### src/rtl/vram_slot_arbiter.sv
// Time-slot arbiter sharing the single-port display RAM between the 6502 bus
// and the video character fetch; phase 0 of each slot period belongs to video.
module vram_slot_arbiter #(
    parameter int ADDR_W   = 10,
    parameter int SLOT_LEN = 6
) (
    input  logic              clk_sys,
    input  logic              reset,
    input  logic              cpu_req,
    input  logic              cpu_we,
    input  logic [ADDR_W-1:0] cpu_addr,
    input  logic [7:0]        cpu_wdata,
    output logic              cpu_busy,
    output logic              cpu_ack,
    output logic [7:0]        cpu_rdata,
    input  logic              vid_req,
    input  logic [ADDR_W-1:0] vid_addr,
    output logic              vid_ack,
    output logic [7:0]        vid_data,
    output logic [ADDR_W-1:0] ram_addr,
    output logic              ram_we,
    output logic [7:0]        ram_wdata,
    input  logic [7:0]        ram_rdata,
    output logic [2:0]        slot_phase,
    output logic [1:0]        overrun
);

    localparam logic [2:0] LAST_PHASE = 3'(SLOT_LEN - 1);

    typedef enum logic [1:0] {CPU_IDLE, CPU_PEND, CPU_RD, CPU_ACK} cpu_state_t;
    typedef enum logic [1:0] {TAG_NONE, TAG_CPU, TAG_VID} tag_t;

    cpu_state_t        state_q, state_d;
    tag_t              tag_p1, tag_p2;
    logic              cpu_pend, vid_pend;
    logic              cpu_we_q;
    logic [ADDR_W-1:0] cpu_addr_q, vid_addr_q, last_addr_q;
    logic [7:0]        cpu_wdata_q;
    logic              issue_vid, issue_cpu;

    // The CPU pending bit is the PEND state itself.
    assign cpu_pend  = (state_q == CPU_PEND);
    assign issue_vid = vid_pend && (slot_phase == 3'd0);
    assign issue_cpu = cpu_pend && !issue_vid;
    assign cpu_busy  = (state_q != CPU_IDLE);
    assign cpu_ack   = (state_q == CPU_ACK);
    assign vid_ack   = (tag_p2 == TAG_VID);

    always_ff @(posedge clk_sys or posedge reset) begin
        if (reset) begin
            slot_phase <= 3'd0;
        end else if (slot_phase == LAST_PHASE) begin
            slot_phase <= 3'd0;
        end else begin
            slot_phase <= slot_phase + 3'd1;
        end
    end

    always_ff @(posedge clk_sys or posedge reset) begin
        if (reset) begin
            state_q <= CPU_IDLE;
        end else begin
            state_q <= state_d;
        end
    end

    always_comb begin
        state_d = state_q;
        case (state_q)
            CPU_IDLE: if (cpu_req) state_d = CPU_PEND;
            CPU_PEND: if (issue_cpu) state_d = cpu_we_q ? CPU_ACK : CPU_RD;
            CPU_RD:   state_d = CPU_ACK;
            CPU_ACK:  state_d = CPU_IDLE;
            default:  state_d = CPU_IDLE;
        endcase
    end

    // Issue stage: at most one RAM access per cycle.
    always_comb begin
        ram_addr  = last_addr_q;
        ram_we    = 1'b0;
        ram_wdata = 8'd0;
        if (issue_vid) begin
            ram_addr = vid_addr_q;
        end else if (issue_cpu) begin
            ram_addr = cpu_addr_q;
            ram_we   = cpu_we_q;
            if (cpu_we_q) ram_wdata = cpu_wdata_q;
        end
    end

    always_ff @(posedge clk_sys or posedge reset) begin
        if (reset) begin
            cpu_we_q    <= 1'b0;
            cpu_addr_q  <= '0;
            cpu_wdata_q <= 8'd0;
            vid_pend    <= 1'b0;
            vid_addr_q  <= '0;
            last_addr_q <= '0;
            overrun     <= 2'b00;
        end else begin
            if (cpu_req && !cpu_busy) begin
                cpu_we_q    <= cpu_we;
                cpu_addr_q  <= cpu_addr;
                cpu_wdata_q <= cpu_wdata;
            end
            // A new strobe wins over clearing, so a strobe in the issue cycle re-arms.
            if (vid_req) begin
                vid_pend   <= 1'b1;
                vid_addr_q <= vid_addr;
            end else if (issue_vid) begin
                vid_pend <= 1'b0;
            end
            last_addr_q <= ram_addr;
            if (cpu_req && cpu_busy) overrun[0] <= 1'b1;
            if (vid_req && vid_pend && !issue_vid) overrun[1] <= 1'b1;
        end
    end

    // Stage 1: RAM data valid, route it by tag; stage 2: ack.
    always_ff @(posedge clk_sys or posedge reset) begin
        if (reset) begin
            tag_p1    <= TAG_NONE;
            tag_p2    <= TAG_NONE;
            cpu_rdata <= 8'd0;
            vid_data  <= 8'd0;
        end else begin
            if (issue_vid) begin
                tag_p1 <= TAG_VID;
            end else if (issue_cpu && !cpu_we_q) begin
                tag_p1 <= TAG_CPU;
            end else begin
                tag_p1 <= TAG_NONE;
            end
            tag_p2 <= tag_p1;
            if (tag_p1 == TAG_CPU) cpu_rdata <= ram_rdata;
            if (tag_p1 == TAG_VID) vid_data  <= ram_rdata;
        end
    end

endmodule
### config.mk
export PLATFORM = sky130hd
export DESIGN_NAME = vram_slot_arbiter
export DESIGN_NICKNAME = d
export VERILOG_FILES = /design/src/rtl/vram_slot_arbiter.sv
export SDC_FILE = /design/constraint.sdc
export NUM_CORES = 1
export LEC_CHECK = 0
export BUFFER_PORTS_ARGS = -buffer_cell sky130_fd_sc_hd__buf_2
export CAP_MARGIN = 20
export CORE_ASPECT_RATIO = 1.5
export CORE_MARGIN = 5
export CORE_UTILIZATION = 46
export DETAILED_ROUTE_END_ITERATION = 8
export GPL_ROUTABILITY_DRIVEN = 0
export GPL_TIMING_DRIVEN = 0
export PLACE_DENSITY = 0.84
export RECOVER_POWER = 25
export SLEW_MARGIN = 10
export SYNTH_ARGS = -nofsm -noshare
export SYNTH_HDL_FRONTEND = slang
export SYNTH_SLANG_ARGS = --single-unit
### constraint.sdc
create_clock -name clk_sys -period 1.9 [get_ports clk_sys]
set_clock_uncertainty 0.15 [all_clocks]
set_input_delay 0.19 -clock clk_sys [delete_from_list [all_inputs] [get_ports clk_sys]]
set_output_delay 0.19 -clock clk_sys [all_outputs]
set_load 0.03 [all_outputs]
After elaboration in Yosys (flattened, before gate mapping):

Index checks and enable logic that the tools add are counted.

* register bits after elaboration: 67
* input bits: 41
* bits in read-only memories: 0
* bits in latches: 0
* memories: 0
* logic and storage cells: 55
* bits in writable memories: 0

* reduce and logical (&&, ||, !) cells: 15
* equal/unequal tests: 9
* multipliers: 0
* magnitude comparators: 0
* bitwise operators: 0
* divide/modulo/power cells: 0
* add/sub/neg operators: 1
* multiplexer cells: 16
* shift-type cells: 0

Operator list (count)
* 8-bit two-way mux: 3
* 10-bit two-way mux: 2
* 2-bit equality test, second input constant: 4
* 2-bit one-hot mux with 4 select lines: 1
* 1-bit logical AND: 7
* 1-bit two-way mux: 6
* 2-bit two-way mux: 3
* 2-bit by 1-bit equality test with 1-bit output, second input constant: 2
* 2-bit nonzero test: 2
* 3-bit by 1-bit adder with 3-bit output, second input constant: 1
* 3-bit equality test, second input constant: 1
* 1-bit logical NOT: 3
* 3-bit logical NOT: 1
* 3-bit two-way mux: 1
* 2-bit logical NOT: 1
* 2-bit by 1-bit inequality test with 1-bit output, second input constant: 1
* 2-bit inequality test, second input constant: 1
* 2-bit AND reduction: 1

Longest topological paths before layout:

* depth in word-level cells: 7
* mapped depth: 6
* mapped depth without buffers: 5

Worst setup path after synthesis:

OpenSTA, ideal clock, no wires.

* kind: register to register
* from: register state_q[1]
* to: register last_addr_q[0]
* cell stages (with the launch flop): 7
* setup slack: -0.527 ns
* arrival time: 2.070 ns
* library setup time: 0.207 ns
* path through: dfrtp_1 inv_1 ha_1 buf_2 clkbuf_1 mux2i_1 o21ai_0

* cells in the longest elaborated chain, start to end: 4

Ends and longest elaborated chain
* start, declared: line 33 `cpu_state_t state_q, state_d;`
* start signal, assigned: line 63 `state_q <= state_d;`
* 2-bit by 1-bit equality test with 1-bit output: line 42 `assign cpu_pend = (state_q == CPU_PEND);`
* 1-bit logical AND: line 44 `assign issue_cpu = cpu_pend && !issue_vid;`
* 10-bit two-way mux: line 85 `end else if (issue_cpu) begin`
* 10-bit two-way mux: line 83 `if (issue_vid) begin`
* net ram_addr[0]: line 20 `output logic [ADDR_W-1:0] ram_addr,`
* end signal, assigned: line 114 `last_addr_q <= ram_addr;`
* end, declared: line 37 `logic [ADDR_W-1:0] cpu_addr_q, vid_addr_q, last_addr_q;`

The timed path passes the listed nets, and every way through them passes these cells.
A chain may end at the register's enable or synchronous reset.

Worst setup path after layout:

* from: register slot_phase[0]
* to: output ram_addr[6]

* cells in the longest elaborated chain, start to end: 6

Ends and longest elaborated chain
* start, declared: line 24 `output logic [2:0] slot_phase,`
* start signal, assigned: line 55 `slot_phase <= slot_phase + 3'd1;`
* 3-bit logical NOT (*): line 43 `assign issue_vid = vid_pend && (slot_phase == 3'd0);`
* 1-bit logical AND (*): line 43
* net issue_vid: line 39 `logic issue_vid, issue_cpu;`
* 1-bit logical NOT: line 44
* 1-bit logical AND: line 44
* 10-bit two-way mux: line 85
* 10-bit two-way mux (*): line 83
* end, declared: line 20

Mark *: on every way through the listed nets, which the timed path passes. The rest lies on a longest branch.

==> results by stage <==
Drt:
- In the final routed layout, each cell accounts on average for 15.7 microns.
- The number of vias after detailed routing is 2051.
- After detailed routing, the number of remaining DRC violations is 0.
- The average vias per placed instance is 4.91.
- The detail route stage leaves a number of antenna-violating nets equal to 0.
- Before antenna repair, the detailed router went through 4 iterations.
- The final layout contains routed wiring with a total length of 6.55 mm.
- The first routing iteration left 48 violations.

Flow run:
- The tool flagged a number of max-cap violations equal to 0.

Final layout:
- Registers take 1680 sq um.
- Summing all multi-input logic gate instances after layout gives approximately 1100 sq um.
- The finished cells cover around 4200 sq um.
- The number of antenna diodes in the final layout is 0.
- The area growth from synthesis to layout is 54.5%.
- The share of final-layout standard cells stronger than drive strength 1 is 57.2%.
- The count of placed standard cells in the final layout, fillers left out is 418.
- After the last flow step, the layout net total stands at 386.
- Counting the fill cells in the layout gives 380.
- The post-layout utilization of the core is 73.3%.

Setup path:
- The worst path arrival time is 1.86 ns.
- Walking the worst path, the cells encountered are or4b_4 > clkinv_4 > buf_8 > nand2_1 > o21ai_2 > buf_6.
- The kind of critical path is reg -> out.
- The reg-to-reg critical path endpoint is state_q[1].
- The launch point of the worst reg-to-reg path is slot_phase[0].
- The depth of the worst register-to-register path is 5.
- The endpoint required time on the critical path is 1.56 ns.
- The worst path buffer plus inverter count is 3.
- In this design, the stage delay of the slowest critical-path cell is 0.58 ns.
- The worst setup path is captured at a primary output.
- Of all nets on the critical path, the largest fanout is 9.
- The setup check on the worst reg-to-reg path leaves a slack of 0.04 ns.
- The nature of the critical path startpoint is a flip-flop.
- The kind of cell with the highest combined delay along the critical path is simple AND/OR/NAND/NOR gates.
- For this design, the slowest cell found on the critical path is sky130_fd_sc_hd__or4b_4.

Min path:
- The worst hold path begins at tag_p1[1].
- The number of cells on the worst hold path is 0.
- The worst hold path terminates at tag_p2[1].
- In this run the worst hold path is classified as reg -> reg.

Clocking:
- The root buffer cell chosen for the clock tree is sky130_fd_sc_hd__clkbuf_8.
- The maximum level of the CTS H-tree is 3.
- The buffer levels on the longest clock path is 2.
- The clock net in this run drives a total of 67 sinks.
- At the later pin of the worst-skew pair, clock insertion delay measures ~0.33 ns.
- Clock-pin slew was measured on the worst setup and hold paths at 0.07 ns.
- The clock tree from TritonCTS is yes.
- The CTS buffer count is 9.

Synthesis:
- The cell type contributing the most total cell area after synthesis is sky130_fd_sc_hd__dfrtp_1.
- By area the synthesized netlist is led by sky130_fd_sc_hd__dfrtp_1 (61%), sky130_fd_sc_hd__mux2_2 (19%), sky130_fd_sc_hd__mux2i_1 (4.0%).
- After synthesis, the share of flip-flops with an asynchronous set or reset is 100%.
- The most used standard cell by instance count after synthesis is sky130_fd_sc_hd__dfrtp_1.
- Sorting the synthesized cells by how often they occur yields sky130_fd_sc_hd__dfrtp_1 (67), sky130_fd_sc_hd__mux2_2 (46), sky130_fd_sc_hd__nand2_1 (13), sky130_fd_sc_hd__mux2i_1 (11).
- The number of warnings issued by yosys is 0.
- The portion of the post-synthesis area used by sequential elements is between 60 and 70%.
- The share of synthesized area in the top cell type comes to 61.1%.
- The mean instance size in the synthesized netlist is 14.3 sq um.
- Synthesis handed over a netlist of 192 instances.
- The most used flip-flop cell after synthesis is sky130_fd_sc_hd__dfrtp_1.
- The mapped netlist covers 2740 sq um.
- Counting every net in the synthesized netlist gives between 200 and 250.
- The post-synthesis sequential element count is between 60 and 70.
- The count of flip-flops with a built-in enable after synthesis is 0.
- After synthesis, the netlist uses 29 different library cells.

Place:
- The cell area after placement is roughly 3300 sq um.
- The estimated wirelength of the detail-placed design is 4.20 mm.
- The number of placed instances with taps included is about 350.
- The count of input and output buffers is 83.
- The pre-CTS worst setup slack is -0.234 ns.

Timing:
- The achievable frequency is 455 MHz.
- Setup repair after global routing could not meet its margin everywhere.
- In this run the tightest slew margin relative to its limit is 42.1%.
- The share of the cycle needed by the critical path after routing is 116%.
- The max-slew violation count is 0.
- Final hold analysis gives a worst-case slack of 0.240 ns.
- After layout, the worst setup slack is -0.298 ns.
- The minimum period implied by the final worst setup slack is ~2.2 ns.
- The hold violation total from the final report came to 0.
- The final setup violation count is 19.
- The actual slew at the worst max-slew pin is roughly 0.86 ns.

Power and ir drop:
- The internal portion of total power is 3.55 mW.
- Across the VDD grid, the largest voltage drop is 0.858 mV.
- Dividing total power by cell area gives a power density of 1290 nW/um^2.
- Net switching is ~35% of the power.
- The clock network burns 18.9% of the power.
- The combinational cell fraction of total power is 43.9%.
- The net switching power figure is 1.94 mW.
- Of the total power, registers draw a little under two fifths.
- The analysis attributes to cell leakage a power of 1.97 nW.

Floorplan:
- The effective utilization at floorplan is 47.4%.
- The core region is 5790 sq um.
- The top-level I/O count is 84.
- The floorplan die area is 7640 sq um.
- The number of core rows is 34.
- In this run the vertical extent of the chip is ~100 microns.
- Measured along the x axis, the die boundary spans 73.1 microns.

Global route:
- The overall global routing resource usage is a little under a fifth.
- Entering global routing, the biggest net connects 27 pins.
- The number of antenna violations at the first check in global routing is 0.
- The first global-routing pass estimated about 11 mm of wire.
- The via count of the first global-routing pass is 2263.
- The overall overflow remaining after global route is 0.

Status:
- The checks that failed: negative setup slack.
- The flow ran to the end, but the final reports show violations.
-- stage by stage --
stage,power [mW],setup TNS [ns]
floorplan,3.46,0
global placement,3.88,-3.84
detailed placement,3.97,-4.29
CTS,5.38,-5.18
global route,5.76,-6.23
finish,5.49,-4.95
-- routing by layer --
metal | vias to the layer above | routed length (microns) | part of all wire, % | track usage (%)
met3 | 8 | 350 | 5.3 | 2.88
met1 | 1020 | 2450 | 37 | 20.4
met5 | - | 0 | 0 | 0
met4 | 0 | 91 | 1.4 | 8.44
li1 | 964 | - | - | -
met2 | 59 | 3660 | 56 | 32.4
-- cells in the final DEF, fill, tap and decap left out, drive strengths merged, types with 3 or more instances in the layout --
| cell | instances |
|---|---|
| ha | 4 |
| clkinv | 3 |
| and2 | 8 |
| nand2 | 13 |
| nand2b | 3 |
| buf | 101 |
| o21ai | 10 |
| inv | 5 |
| mux2i | 11 |
| mux2 | 47 |
| dfrtp | 67 |
| clkbuf | 20 |
| dlygate4sd3 | 40 |
-- kinds of logic after synthesis --
group	count (synthesis)	share of synthesized area (%)
buf+inv	16	2.78
mux	58	23.4
fa+ha+maj	4	1.82
simple gates	30	6.75
flops	67	61.1
compound gates	17	4.10
-- layout make-up --
type / count / share of cell area (%)
plain buffers: 8 / 2.04
clock buffers: 14 / 3.84
inverters: 7 / 0.767
well taps: 72 / 2.13
flip-flops and latches: 67 / 39.7
repair buffers: 139 / 25.4
clock inverters: 2 / 0.236
multi-input cells: 109 / 26.0
-- how the worst max path moves through the flow --
stage / to / depth (start not counted) / startpoint
2_1_floorplan: ram_wdata[0] / 4 / slot_phase[1]
6_report: ram_addr[6] / 6 / slot_phase[0]
4_1_cts: ram_addr[6] / 6 / slot_phase[2]
3_5_place_dp: cpu_addr_q[6] / 5 / state_q[0]
3_3_place_gp: cpu_addr_q[8] / 5 / state_q[0]
5_1_grt: ram_addr[2] / 6 / slot_phase[0]
-- power by group through the flow --
stage	clock network, mW	registers, mW	logic (mW)
after floorplan	0	2.20	1.26
after global placement	0	2.02	1.86
after detailed placement	0	2.05	1.92
after CTS	1.06	2.03	2.29
after global routing	1.12	2.09	2.55
final	1.04	2.04	2.41
-- repair_timing --
action | in CTS | in global routing
endpoints found under the hold margin | 62 | 0
resized for setup | 56 | 6
hold buffers | 40 | 0
setup endpoints to repair | 29 | 29
pin swaps | 3 | 1
setup buffers | 7 | 6
cloned | 0 | 1
-- state kept, by name, summed over array words and instances (netlist names) --
register	count
cpu_addr_q	10
cpu_rdata	8
cpu_wdata_q	8
cpu_we_q	1
last_addr_q	10
overrun	2
slot_phase	3
state_q	2
tag_p1	2
tag_p2	2
vid_addr_q	10
vid_data	8
vid_pend	1
-- worst register-to-register path, stage by stage, from the launching register on --
cell,delay [ns]
sky130_fd_sc_hd__dfrtp_2,0.41
sky130_fd_sc_hd__or4b_4,0.58
sky130_fd_sc_hd__clkinv_4,0.10
sky130_fd_sc_hd__buf_4,0.13
sky130_fd_sc_hd__a2bb2oi_2,0.07
sky130_fd_sc_hd__mux2_4,0.30
No activity file was read; power rests on OpenSTA's default activity.
